[src/rtl/hazard_control_unit.sv]
// Pipeline hazard / flush controller.
// Drives PC, fetch latch, decode bubbles and operand bypass selects.
module hazard_control_unit #(
  parameter int REG_AW    = 5,
  parameter int NUM_SRC   = 2,
  parameter int FWD_EN    = 1,
  parameter int ZERO_REG  = 1,
  parameter int BR_FLUSH  = 2,
  parameter int RET_FLUSH = 2,
  parameter int INT_FLUSH = 2,
  parameter int RST_FLUSH = 2,
  parameter int CNT_W     = 16
) (
  input  logic                      clk,
  input  logic                      reset,
  input  logic [NUM_SRC*REG_AW-1:0] src_addr,
  input  logic [NUM_SRC-1:0]        src_read,
  input  logic [REG_AW-1:0]         ex_dst,
  input  logic                      ex_wr_en,
  input  logic                      ex_is_load,
  input  logic [REG_AW-1:0]         wb_dst,
  input  logic                      wb_wr_en,
  input  logic [3:0]                instr_type,
  input  logic                      branch_taken,
  input  logic                      interrupt,
  output logic [NUM_SRC*2-1:0]      fwd_sel,
  output logic                      fetch_latch_stall,
  output logic                      imem_addr_mux,
  output logic                      dec_nop,
  output logic                      pc_inc,
  output logic                      pc_load,
  output logic                      pc_reset,
  output logic                      flush_active,
  output logic [CNT_W-1:0]          stall_count
);

  typedef enum logic [1:0] {
    S_RESET,
    S_CHECK,
    S_STALL,
    S_FLUSH
  } state_t;

  localparam logic [3:0] BR_LEN  = 4'(BR_FLUSH);
  localparam logic [3:0] RET_LEN = 4'(RET_FLUSH);
  localparam logic [3:0] INT_LEN = 4'(INT_FLUSH);
  localparam logic [3:0] RST_LEN = 4'(RST_FLUSH);

  state_t state_q;
  state_t state_d;
  logic [3:0] cnt_q;
  logic [3:0] cnt_d;

  logic [NUM_SRC-1:0] ex_hit;
  logic [NUM_SRC-1:0] wb_hit;
  logic [REG_AW-1:0]  addr;

  logic raw_ex;
  logic raw_wb;
  logic raw_stall;
  logic is_br;
  logic is_ret;
  logic in_check;

  // Per-source match against EX/WB and bypass select choice
  always_comb begin
    ex_hit  = '0;
    wb_hit  = '0;
    fwd_sel = '0;
    addr    = '0;
    for (int i = 0; i < NUM_SRC; i++) begin
      addr = src_addr[i*REG_AW +: REG_AW];
      ex_hit[i] = src_read[i] && ex_wr_en
                && (addr == ex_dst)
                && !((ZERO_REG != 0) && (addr == '0));
      wb_hit[i] = src_read[i] && wb_wr_en
                && (addr == wb_dst)
                && !((ZERO_REG != 0) && (addr == '0));
      if (FWD_EN != 0) begin
        if (ex_hit[i] && !ex_is_load) begin
          fwd_sel[i*2 +: 2] = 2'b01;
        end else if (wb_hit[i]) begin
          fwd_sel[i*2 +: 2] = 2'b10;
        end
      end
    end
  end

  assign raw_ex = (FWD_EN != 0) ? ((|ex_hit) && ex_is_load)
                                : (|ex_hit);
  assign raw_wb = (FWD_EN != 0) ? 1'b0 : (|wb_hit);
  assign raw_stall = raw_ex || raw_wb;

  assign is_br  = (instr_type >= 4'd1) && (instr_type <= 4'd5);
  assign is_ret = (instr_type >= 4'd6) && (instr_type <= 4'd9);

  // State and flush-length register
  always_ff @(posedge clk or negedge reset) begin
    if (!reset) begin
      state_q <= S_RESET;
      cnt_q   <= RST_LEN;
    end else begin
      state_q <= state_d;
      cnt_q   <= cnt_d;
    end
  end

  // Next-state: interrupt first, then per-state rules
  always_comb begin
    state_d = state_q;
    cnt_d   = cnt_q;
    if (interrupt) begin
      state_d = (INT_LEN == 4'd0) ? S_CHECK : S_FLUSH;
      cnt_d   = INT_LEN;
    end else begin
      unique case (state_q)
        S_RESET, S_FLUSH: begin
          if (cnt_q <= 4'd1) begin
            state_d = S_CHECK;
            cnt_d   = 4'd0;
          end else begin
            cnt_d = cnt_q - 4'd1;
          end
        end
        S_STALL: begin
          state_d = S_CHECK;
        end
        S_CHECK: begin
          if (raw_ex && (FWD_EN == 0)) begin
            state_d = S_STALL;
          end else if (is_br) begin
            state_d = (BR_LEN == 4'd0) ? S_CHECK : S_FLUSH;
            cnt_d   = BR_LEN;
          end else if (is_ret) begin
            state_d = (RET_LEN == 4'd0) ? S_CHECK : S_FLUSH;
            cnt_d   = RET_LEN;
          end
        end
        default: begin
          state_d = S_RESET;
          cnt_d   = RST_LEN;
        end
      endcase
    end
  end

  assign in_check = (state_q == S_CHECK);

  assign fetch_latch_stall = (in_check && raw_stall)
                          || (state_q == S_STALL);
  assign imem_addr_mux = fetch_latch_stall;

  assign dec_nop = (state_q == S_RESET)
                || (state_q == S_FLUSH)
                || fetch_latch_stall
                || (in_check && (is_br || is_ret || interrupt));

  assign pc_reset = !reset;
  assign pc_load  = branch_taken;
  assign pc_inc   = reset && !branch_taken
                 && !fetch_latch_stall
                 && (state_q != S_RESET);

  assign flush_active = (cnt_q != 4'd0);

  // Saturating count of cycles with the fetch latch held
  always_ff @(posedge clk or negedge reset) begin
    if (!reset) begin
      stall_count <= '0;
    end else if (fetch_latch_stall && (stall_count != '1)) begin
      stall_count <= stall_count + CNT_W'(1);
    end
  end

endmodule

[config.mk]
export PLATFORM = sky130hd
export DESIGN_NAME = hazard_control_unit
export DESIGN_NICKNAME = d
export VERILOG_FILES = /design/src/rtl/hazard_control_unit.sv
export SDC_FILE = /design/constraint.sdc
export NUM_CORES = 1
export LEC_CHECK = 0
export CAP_MARGIN = 20
export CORE_UTILIZATION = 46
export CTS_BUF_LIST = sky130_fd_sc_hd__clkbuf_8
export CTS_CLUSTER_DIAMETER = 100
export DETAILED_ROUTE_END_ITERATION = 6
export PLACE_DENSITY = 0.93
export RECOVER_POWER = 25
export REMOVE_ABC_BUFFERS = 1
export SLEW_MARGIN = 10
export SYNTH_ARGS = -nofsm -noshare
export SYNTH_HDL_FRONTEND = slang
export SYNTH_SLANG_ARGS = --single-unit
[constraint.sdc]
create_clock -name clk -period 3.1 [get_ports clk]
set_input_delay 0.93 -clock clk [delete_from_list [all_inputs] [get_ports clk]]
set_output_delay 0.93 -clock clk [all_outputs]
set_load 0.005 [all_outputs]
==> metrics, run 1 <==
status complete, but fails checks; failing checks negative setup slack; first-pass GRT wire length 7.54 mm; post-synthesis cell type count 41; RSZ-0062 raised after global routing true; Rows 20; power density over cell area 338 nW/um^2; Max IR drop VDD 0.000219 V; startpoint types input port; initial antenna violation count 0; CTS Hold Bufs 0; Avg Cell Area, Syn 9.47 sq um; WHS Endpoint cnt_q[3]$_DFFE_PN0P_; number of flops mapped to enable cells by yosys 0; DRC errors left 0; most common cell type on the critical path buf_6; most used routing layer met2; first-pass iteration count of the detailed router 4; WP buf/inv 3; Overflow after GRT 0; grt met1 use 0.312; # diodes 0; Max Clk Rate 0.305 GHz; area growth from synthesis to layout 68.8%; ANT nets after route 0; YS warnings 0; Worst-Skew Late Latency 0.26 ns; post-route minimum period 3.28 ns; Leak 1.24 nW; CP Data Arrival Time 2.35 ns; Hold Path Class register to register; Routed WL 5.04 mm; H-Tree Depth 1; die height 60.8 microns; cell at the slowest stage of the critical path nor4_2; asr flop ratio synth 1.00; worst reg2reg startpoint state_q[1]$_DFFE_PN0P_; WP data required 2.17 ns; port bufs 59; Fillers 164; Initial Util 0.501; reg2reg setup slack 1.08 ns; Tcrit/Tclk final 1.06; dpl cell area 2370 sq um; Total Routing Usage GR 0.281; post-synthesis sequential area ratio 0.347; Hold Slack 0.498 ns; final core utilization 0.845; final instance area 2690 sq um; Worst path top cell family by delay simple AND/OR/NAND/NOR gates; maximum fanout along the worst path 3; Root Buffer clkbuf_8; CTS buffer count 3; met2 Use GR 0.537; clk sink count 22; core area 3180 sq um; Die Area 3700 sq um; largest net degree at the start of global routing 23; I/O Pins 60; Synth Flop Type dfrtp_1; reg2reg end stall_count[14]$_DFFE_PN0P_; drt initial violations 80; PnR Total Power 907 uW; slowest stage delay, CP 0.28 ns; DR vias/cell 5.49; Final Hold Viols 0; vias in the first global route 1697; Setup Crit Path Kind input port to output pin; CTS Buffer Depth 2; final setup TNS -0.694 ns; number of setup violations in the final report 8; share of cells above drive strength 1 0.378; worst reg-to-reg path cell count 8; Slew Viols, Final 0; CTS tree yes; met3 usage 0.0362; synthesized instance count 168; Post-DP HPWL 3.28 mm; CTS clock-pin slew for the worst setup and hold paths 0.07 ns; nets@finish 316; top post-synthesis cells by area dfrtp_1, xnor2_1, ha_1; worst slew pin tran 1.16 ns; min-delay src cnt_q[3]$_DFFE_PN0P_; Critical Path Start ex_dst[1]; clk_skew 0.00813 ns; Placer Congestion 0.825; Hold Crit Depth 1; Mapped Area 1590 sq um; Max-slew headroom 0.224; Die X 60.8 microns; Setup crit end kind output pin; wire per inst 15.8 microns; worst-path cell chain buf_6 > xor2_2 > nor4_2 > nand4_1 > a21oi_4 > or2_4 > buf_6 > nor4_4 > buf_2; post-synth top area share 0.330; synthesized flop and latch total 22; post-synth top area cell dfrtp_1; DR vias 1752; PnR worst setup slack -0.176 ns; MaxCap Viol Count 0
cell usage after synthesis (3+ instances only):
master    count
o21ai_0       9
nor4_1        4
nand2_1      14
xor2_1       10
xnor2_1      20
nor2_1       12
dfrtp_1      21
nor3_1        5
ha_1          7
inv_1         7
and3_1        6
or2_2         3
o211ai_1      9
o21a_1        3
nand4_1       5
registers in the layout, summed over array words and instances (netlist names):
register     cells
cnt_q            4
stall_count     16
state_q          2
where the power goes:
group	leakage (nW)	switching (mW)	internal (mW)
combinational	0.923	0.189	0.190
sequential	0.286	0.0288	0.324
clock	0.0269	0.0878	0.0882
cell usage in the layout (no fill, tap or decap), drive strengths merged, types with 6 or more instances in the layout:
cell	instances
buf	68
clkdlybuf4s50	24
dfrtp	21
xnor2	20
nand2	14
nor2	12
xor2	10
o21ai	10
o211ai	9
clkbuf	9
inv	8
ha	7
dlygate4sd2	7
and3	6
nand4	6
routing by layer:
layer / wire, microns / vias up
met5: 0 / -
met4: 129 / 0
met3: 299 / 12
met2: 2660 / 87
met1: 1950 / 831
li1: - / 822
layout make-up:
| cell class | instances | area, sq um | share of cell area |
|---|---|---|---|
| Inverter | 7 | 26.3 | 0.00978 |
| Clock buffer | 3 | 41.3 | 0.0154 |
| Clock inverter | 1 | 3.75 | 0.00140 |
| Tap cell | 44 | 55.1 | 0.0205 |
| Multi-Input combinational cell | 135 | 1090 | 0.405 |
| Sequential cell | 22 | 552 | 0.205 |
| Timing Repair Buffer | 107 | 921 | 0.343 |
kinds of logic (layout without fill, tap and decap cells):
family | Yosys count | in the layout | synth area share
XOR/XNOR | 30 | 30 | 0.165
adder cells (fa/ha/maj) | 7 | 7 | 0.0550
multiplexers | 5 | 5 | 0.0377
AND/OR/NAND/NOR | 61 | 61 | 0.210
AO/OA/AOI/OAI | 32 | 32 | 0.150
flip-flops | 22 | 22 | 0.347
buffers and inverters | 11 | 118 | 0.0354
how the worst max path moves through the flow:
stage,depth (start not counted),to,slack (ns)
final,9,pc_inc,-0.18
after global routing,9,pc_inc,-0.25
after CTS,9,pc_inc,-0.14
after detailed placement,8,pc_inc,-0.94
after global placement,8,pc_inc,-0.83
after floorplan,6,pc_inc,0.009
what timing repair did:
item,in CTS,in global routing
pin swaps,26,15
endpoints found under the setup margin,8,14
gates resized for setup,128,30
buffers inserted,23,9
worst register-to-register path, stage by stage (launching register included):
cell	delay, ns
dfrtp_1	0.42
inv_1	0.10
ha_1	0.31
nand2_1	0.13
a21oi_4	0.15
buf_4	0.13
buf_4	0.20
o211ai_1	0.13
mux2_1	0.33
per-stage QoR:
| stage | setup WS, ns | std cells |
|---|---|---|
| detailed placement | -0.941 | 289 |
| CTS | -0.137 | 316 |
| finish | -0.176 | 319 |
| floorplan | 0.00902 | 164 |
| global placement | -0.825 | 289 |
| global route | -0.253 | 319 |
(Power assumes the default switching activity.)
==> run 2, diff against run 1 <==
--- a/config.mk
+++ b/config.mk
@@ -6,11 +6,11 @@
 export NUM_CORES = 1
 export LEC_CHECK = 0
 export CAP_MARGIN = 20
-export CORE_UTILIZATION = 46
+export CORE_UTILIZATION = 49
 export CTS_BUF_LIST = sky130_fd_sc_hd__clkbuf_8
 export CTS_CLUSTER_DIAMETER = 100
 export DETAILED_ROUTE_END_ITERATION = 6
-export PLACE_DENSITY = 0.93
+export PLACE_DENSITY = 0.95
 export RECOVER_POWER = 25
 export REMOVE_ABC_BUFFERS = 1
 export SLEW_MARGIN = 10
==> constraint.sdc (replaced) <==
create_clock -name clk -period 4.1 [get_ports clk]
set_input_delay 1.23 -clock clk [delete_from_list [all_inputs] [get_ports clk]]
set_output_delay 1.23 -clock clk [all_outputs]
set_load 0.005 [all_outputs]
==> run 2 against run 1 <==
Sequential power down 25%. Via count down 4.2%. Largest power group is now registers. Global-route usage up 0.63 points. Highest routed layer unchanged. The flow still finishes with violations (negative setup slack). Critical path type unchanged. Largest cell class unchanged.
==> metrics, run 2 (synthesis results as in run 1) <==
status complete, but fails checks; failing checks negative setup slack; core area 3080 sq um (-3.1%); Max Clk Rate 0.244 GHz; max reg flops 16 (unchanged); PnR Total Power 681 uW (-25%); maximum fanout along the worst path 2 (-1); PnR worst setup slack -0.000775 ns (+0.176 ns); Slew Viols, Final 0 (unchanged); fin cells 304 (-4.7%); DRC errors left 0 (unchanged); most common cell after layout, fill and taps aside clkdlybuf4s50_1; Final Hold Viols 0 (unchanged); Placer Congestion 0.814 (-1.2%); CTS Buffer Depth 2 (unchanged); first-pass iteration count of the detailed router 4 (unchanged); CP Data Arrival Time 2.87 ns (+0.52 ns); H-Tree Depth 1 (unchanged); Fillers 188 (+15%); Overflow after GRT 0 (unchanged); initial antenna violation count 0 (unchanged); startpoint types input port; clk sink count 22 (unchanged); CTS buffer count 3 (unchanged); share of cells above drive strength 1 0.246 (-0.132); Die X 59.0 microns (-3.0%); vias in the first global route 1683 (-0.82%); CTS clock-pin slew for the worst setup and hold paths 0.08 ns (about the same); area growth from synthesis to layout 57.5%; RSZ-0062 raised after global routing true; biggest regs stall_count (16), cnt_q (4), state_q (2); clk_skew 0.00180 ns (-0.00633 ns); I/O Pins 60 (unchanged); ANT nets after route 0 (unchanged); DR vias/cell 5.52 (+0.50%); Critical Path Start instr_type[3]; number of setup violations in the final report 1 (-7); power density over cell area 271 nW/um^2 (-20%); die height 59.0 microns (-3.0%); Root Buffer clkbuf_8; Routed WL 4.66 mm (-7.7%); min-delay src cnt_q[3]$_DFFE_PN0P_; final setup TNS -0.000775 ns (+0.693 ns); Initial Util 0.517 (+0.0163); CTS tree yes; DR vias 1678 (-4.2%); Setup crit end kind output pin; Max-slew headroom 0.196 (-0.0289); Most flops, register stall_count; worst slew pin tran 1.21 ns (+0.0433 ns); worst reg2reg startpoint state_q[1]$_DFFE_PN0P_; most frequent cells in the layout clkdlybuf4s50_1, buf_4, dfrtp_1; port bufs 59 (unchanged); drt initial violations 70 (-13%); first-pass GRT wire length 7.45 mm (-1.2%); Hold Path Class register to register; # diodes 0 (unchanged); Max IR drop VDD 0.000132 V (-40%); Worst-Skew Late Latency 0.27 ns (about the same); placed cell count 282 (-2.4%); Rows 20 (unchanged); wire per inst 15.3 microns (-3.1%); Setup Crit Path Kind input port to output pin; Die Area 3480 sq um (-5.9%); nets@finish 301 (-4.7%); Leak 1.15 nW (-7.0%); Post-DP HPWL 3.18 mm (-3.2%); Tcrit/Tclk final 1.00; largest net degree at the start of global routing 23 (unchanged); Total Routing Usage GR 0.288 (+0.00633); post-route minimum period 4.10 ns; WP data required 2.87 ns (+0.70 ns); MaxCap Viol Count 0 (unchanged)
## run 2: cell types whose count changed in the layout (fill, tap and decap cells not counted), sizes merged
cell | before | now
clkdlybuf4s50 | 24 | 33
clkdlybuf4s15 | 2 | 0
dlymetal6s2s | 0 | 1
dlygate4sd3 | 0 | 1
dlygate4sd2 | 7 | 18
buf | 68 | 34
inv | 8 | 7
## run 2: area by class of cell
class	instances	area, sq um	share of cell area
Timing Repair Buffer	92	785	0.313
Sequential cell	22	552	0.220
Multi-Input combinational cell	135	1030	0.413
Inverter	7	26.3	0.0105
Clock buffer	4	55.1	0.0220
Tap cell	44	55.1	0.0220
## run 2: final timing paths
path / endpoint / slack (ns) / cells after the start
setup / recovery: dec_nop / -0.0008 / 6
hold / removal: cnt_q[3]$_DFFE_PN0P_ / 0.50 / 1
setup reg to reg: stall_count[14]$_DFFE_PN0P_ / 2.11 / 9
hold reg to reg: cnt_q[3]$_DFFE_PN0P_ / 0.50 / 1
max in group asynchronous: stall_count[8]$_DFFE_PN0P_ / 1.61 / 2
min in group asynchronous: stall_count[14]$_DFFE_PN0P_ / 1.77 / 2
## run 2: stage by stage
stage                      util  area (sq um)  hold slack, ns  setup slack (ns)
after floorplan               -          1560           0.451             0.409
after global placement    0.754          2320           0.476            -0.388
after detailed placement  0.754          2320           0.487            -0.504
after CTS                 0.815          2510           0.498           -0.0407
after global routing      0.815          2510           0.523           -0.0589
final                     0.815          2510           0.504         -0.000775
## run 2: critical path, stage by stage
cell             delay [ns]
clkdlybuf4s50_1        0.41
or4_4                  0.52
a21oi_2                0.17
o21ai_0                0.08
or3_1                  0.31
buf_2                  0.14
## run 2: where the power goes
group / internal (mW) / switching (mW) / leakage [nW]
sequential: 0.245 / 0.0215 / 0.286
combinational: 0.128 / 0.124 / 0.835
clock: 0.0858 / 0.0758 / 0.0288
total: 0.459 / 0.221 / 1.15
## run 2: timing repair
action | CTS | global route
endpoints found under the setup margin | 8 | 8
hold buffers | 0 | 0
buffers inserted | 17 | 1
pin swaps | 10 | 6
gates cloned | 0 | 0
gates resized for setup | 39 | 12
## run 2: layer usage
layer / up-vias / track usage / wire length [microns]
li1: 787 / - / -
met1: 790 / 0.319 / 1890
met2: 86 / 0.511 / 2360
met3: 15 / 0.0502 / 268
met4: 0 / 0.173 / 138
met5: - / 0 / 0
